### config.mk
export PLATFORM = sky130hd
export DESIGN_NAME = alu_pipe_core
export DESIGN_NICKNAME = d
export VERILOG_FILES = /design/src/rtl/alu_types.sv /design/src/rtl/alu_exec.sv /design/src/rtl/alu_pipe_core.sv
export SDC_FILE = /design/constraint.sdc
export NUM_CORES = 1
export LEC_CHECK = 0
export CORE_MARGIN = 1
export CORE_UTILIZATION = 48
export CTS_CLUSTER_SIZE = 20
export DETAILED_ROUTE_END_ITERATION = 10
export GPL_ROUTABILITY_DRIVEN = 0
export PLACE_DENSITY = 0.75
export SYNTH_ARGS = -nofsm -noshare
export SYNTH_HDL_FRONTEND = slang
export SYNTH_HIERARCHICAL = 1
export SYNTH_SLANG_ARGS = --single-unit
### constraint.sdc
create_clock -name clk -period 3 [get_ports clk]
set_input_delay 0.6 -clock clk [delete_from_list [all_inputs] [get_ports clk]]
set_output_delay 0.6 -clock clk [all_outputs]
set_load 0.005 [all_outputs]
### src/rtl/alu_types.sv
// Shared ALU operation encoding used by the pipeline core, its interface and the testbench.
package alu_types;

   typedef enum logic [2:0] {
      ADD    = 3'd0,
      SUB    = 3'd1,
      AND_OP = 3'd2,
      OR_OP  = 3'd3,
      XOR_OP = 3'd4,
      ACC    = 3'd5,
      CLR    = 3'd6,
      RSVD   = 3'd7
   } operation_t;

   localparam int unsigned ALU_WIDTH_DEFAULT = 6;

endpackage

### src/rtl/alu_exec.sv
// Combinational execute stage: computes the result and the accumulator update for one op.
module alu_exec
   import alu_types::*;
#(
   parameter int unsigned WIDTH = ALU_WIDTH_DEFAULT
) (
   input  operation_t       op,
   input  logic [WIDTH-1:0] a,
   input  logic [WIDTH-1:0] b,
   input  logic [WIDTH:0]   acc,
   output logic [WIDTH:0]   result,
   output logic [WIDTH:0]   acc_next,
   output logic             acc_we
);

   logic [WIDTH:0] a_ext;
   logic [WIDTH:0] b_ext;

   // Zero-extend so the extra MSB carries the ADD carry / SUB borrow.
   assign a_ext = {1'b0, a};
   assign b_ext = {1'b0, b};

   always_comb begin
      result   = '0;
      acc_next = acc;
      acc_we   = 1'b0;
      case (op)
         ADD:    result = a_ext + b_ext;
         SUB:    result = a_ext - b_ext;
         AND_OP: result = a_ext & b_ext;
         OR_OP:  result = a_ext | b_ext;
         XOR_OP: result = a_ext ^ b_ext;
         ACC: begin
            acc_next = acc + a_ext;
            acc_we   = 1'b1;
            result   = acc_next;
         end
         CLR: begin
            acc_next = '0;
            acc_we   = 1'b1;
         end
         default: result = '0;
      endcase
   end

endmodule

### src/rtl/alu_pipe_core.sv
// Two-stage ALU responder: S1 captures op/operands, S2 registers the result and owns the accumulator.
module alu_pipe_core
   import alu_types::*;
#(
   parameter int unsigned WIDTH = ALU_WIDTH_DEFAULT
) (
   input  logic             clk,
   input  logic             rst,
   input  operation_t       op_in,
   input  logic [WIDTH-1:0] a_in,
   input  logic [WIDTH-1:0] b_in,
   input  logic             in_valid,
   output logic [WIDTH:0]   out,
   output logic             out_valid
);

   logic             s1_valid;
   operation_t       s1_op;
   logic [WIDTH-1:0] s1_a;
   logic [WIDTH-1:0] s1_b;
   logic [WIDTH:0]   acc;

   logic [WIDTH:0]   exec_result;
   logic [WIDTH:0]   exec_acc_next;
   logic             exec_acc_we;

   // Operand regs load only on valid so don't-care inputs never reach S2.
   always_ff @(posedge clk or posedge rst) begin
      if (rst) begin
         s1_valid <= 1'b0;
         s1_op    <= ADD;
         s1_a     <= '0;
         s1_b     <= '0;
      end else begin
         s1_valid <= in_valid;
         if (in_valid) begin
            s1_op <= op_in;
            s1_a  <= a_in;
            s1_b  <= b_in;
         end
      end
   end

   alu_exec #(
      .WIDTH (WIDTH)
   ) u_exec (
      .op       (s1_op),
      .a        (s1_a),
      .b        (s1_b),
      .acc      (acc),
      .result   (exec_result),
      .acc_next (exec_acc_next),
      .acc_we   (exec_acc_we)
   );

   // acc commits in the same stage that reads it, so chained ACC ops see no hazard.
   always_ff @(posedge clk or posedge rst) begin
      if (rst) begin
         out       <= '0;
         out_valid <= 1'b0;
         acc       <= '0;
      end else begin
         out_valid <= s1_valid;
         if (s1_valid) begin
            out <= exec_result;
            if (exec_acc_we) begin
               acc <= exec_acc_next;
            end
         end
      end
   end

endmodule

==> impl_metrics.yaml <==
status:
  status: "finished clean"
synthesis:
  syn_nets: 261
  synthTopCellsByCount: "31 x dfrtp_1, 25 x ha_1, 18 x inv_1, 17 x mux2_4, 13 x mux2_2"
  syn_avg_cell_area_um2: 10.84
  synth_async_sr_flop_share_pct: 100.0
  ys_ff_latch: 31
  synth_edf_count: 0
  syn_area_mm2: 0.002341
  synthTopCellsByArea: "dfrtp_1 33%, ha_1 13%, mux2_4 11%"
  synthCells: 216
  seq_area_frac_synth_pct: 33.14
  synth_cell_types: 46
  synth_warnings: 6
  synth_top_area_share_pct: 33.14
  ys.flop_type: "dfrtp_1"
  synth_most_common_cell: "dfrtp_1"
  synth_area_leader_cell: "dfrtp_1"
route:
  ant_nets: 0
  wire_per_inst_um: 15.80
  wl_um: 4757
  met2_wirelength_um: 2318
  drt-initial-drc-count: 98
  drt-pass1-iter-count: 4
  avgViaCountPerCell: 5.661
  dr_wl_met3_um: 168
  drcViolationCount: 0
  top_layer_used: "met4"
  vias: 1704
  met1_length_um: 2178
clock_tree:
  clk_latency_ps: 280
  post_cts_buffers: 0
  htreeDepth: 2
  clockBufferDepth: 2
  hold_buffers: 0
  cts_resized: 0
  path_clk_slew_ps: 70
  cts_tree: "yes"
  cts_buffers: 5
  clock_sinks: 31
  root_buffer: "clkbuf_8"
worst_setup_path:
  worstPathArrival_ps: 2940
  r2r-start: "s1_op[1]"
  r2r_cells: 10
  slowest_delay_ps: 430
  rrSetupSlack_ps: 230
  path_cells: "nor2_1, and2_1, mux2_2, fa_1, nor2b_1, o31a_1, o22ai_1, xnor2_1, o22ai_1, mux2_2"
  cp-startpoint: "s1_op[1]"
  critPathSlowestCell: "fa_1"
  end_kind: "flop"
  path_buf_inv: 0
  r2r_end: "out[6]"
  crit_type: "reg -> reg"
  critical_path_required_ps: 3170
  crit_family: "simple AND/OR/NAND/NOR gates"
  start_kind: "flop"
  critPathMaxFanout: 5
power_and_ir_drop:
  power.switching_uw: 592.3
  p_int_mw: 1.088
  sw_frac_of_total_pct: 35.25
  pwr-share-clk_pct: 19.3
  power.density_mw_per_mm2: 618.0
  ir_worst_vdd_mv: 0.2570
  pwr-share-comb_pct: 45.8
  power_leakage_nw: 1.297
  seq_power_share_pct: 34.9
timing:
  max_freq_mhz: 361.6
  setup_ws_ps: 234.3
  final-hold-violation-count: 0
  fin_crit_sh_pct: 92.19
  hold_ws_ps: 508.2
  rsz0062_at_grt: "no"
  drv_slew: 0
  fin_crit_ps: 2766
  worst_slew_pin_slew_ps: 486.1
  tns_ps: 0
  finalClockSkew_ps: 4.753
  slew_headroom_pct: 67.59
  setup_viol: 0
die:
  num_rows: 25
  fp.dieArea_mm2: 0.005160
  ios: 26
  start_util_pct: 49.89
  die_y_um: 71.84
  core_region_area_mm2: 0.004692
  die_w_um: 71.84
global_routing:
  antenna_found_initial: 0
  grt_pass1_vias: 1710
  grt.overflow.total: 0
  grt_pass1_wl_um: 7879
  grt_max_degree: 32
  grt_use_total_pct: 19.90
layout:
  multi_input_area_mm2: 0.001431
  n_fill_cell: 420
  drive_above_1_share_pct: 19.43
  area_growth_pct: 16.14
  seqCellArea_um2: 775.7
  final_net_count: 291
  final_util_pct: 57.95
  diodes: 0
place:
  dp_slack_ps: 258.6
  hpwl_um: 3720
  io_buffers: 25
job:
  max_cap_viol_count: 0
worst_hold_path:
  hold_path_class: "reg -> reg"
  min_from: "out[0]"
  hold_path_end: "out[0]"
  min_path_cells: 1
[cells by family after synthesis]
group | Yosys count | synth area share (%)
adder cells (fa/ha/maj) | 27 | 15.07
XOR/XNOR | 10 | 3.741
buffers and inverters | 25 | 5.719
multiplexers | 31 | 17.58
AO/OA/AOI/OAI | 50 | 14.86
flip-flops | 31 | 33.14
AND/OR/NAND/NOR | 42 | 9.888
[how the worst max path moves through the flow]
stage	end	slack [ps]	depth (start not counted)
after global routing	out[6]	100	10
after detailed placement	out[6]	260	10
after floorplan	out[6]	380	11
final	out[6]	230	10
after global placement	out[6]	330	10
after CTS	out[6]	240	10
[placed cells by master (no fill, tap or decap), types with 3 or more instances in the layout]
cell type,Yosys,layout
dfrtp_1,31,31
clkdlybuf4s50_1,0,25
ha_1,25,25
inv_1,18,18
mux2_4,17,17
mux2_2,13,13
nor2_1,11,11
nand2_1,10,10
o21ai_0,9,9
a21oi_1,7,7
o22ai_1,6,6
xnor2_1,6,6
clkbuf_8,0,5
buf_4,0,5
xor2_1,4,4
a22oi_1,4,4
nand2b_1,4,4
nor2b_1,3,3
a211o_1,3,3
[per-layer routing]
layer | global-route usage [%] | vias to the layer above
met5 | 0 | -
met1 | 24.93 | 818
met2 | 34.17 | 43
met3 | 3.235 | 8
met4 | 8.061 | 0
li1 | - | 835
[metrics by stage]
step	total power [mW]	area (µm²)	cells
after global routing	1.797	2719	301
after detailed placement	1.357	2630	293
after CTS	1.692	2719	301
final	1.680	2719	301
after floorplan	1.134	2341	216
after global placement	1.331	2630	293
[worst reg2reg max path, delay by kind of cell, from the launching register on]
kind / cells / cell delay [ps]
AO/OA/AOI/OAI: 3 / 360
XOR/XNOR: 1 / 160
adder cells (fa/ha/maj): 1 / 430
flip-flops: 1 / 380
multiplexers: 2 / 640
AND/OR/NAND/NOR: 3 / 680
[flip-flops by register name, indices dropped and copies added (netlist names)]
register   flops
acc            7
out            7
s1_a           6
s1_b           6
s1_op          3
out_valid      1
s1_valid       1
[cell type report]
class	count	share of cell area, %
clock buffers	5	2.531
clock inverters	3	0.7363
inverters	18	2.485
multi-input cells	160	52.65
flip-flops and latches	31	28.53
well taps	54	2.485
repair buffers	30	10.58
[power groups by stage]
stage          Combinational (mW)  Clock (mW)  Sequential (mW)
3_3_place_gp                0.739           0            0.592
5_1_grt                     0.847       0.351            0.598
3_5_place_dp                0.765           0            0.592
4_1_cts                     0.766       0.339            0.587
6_report                    0.769       0.325            0.587
2_1_floorplan               0.559           0            0.574
(Power assumes the default switching activity.)
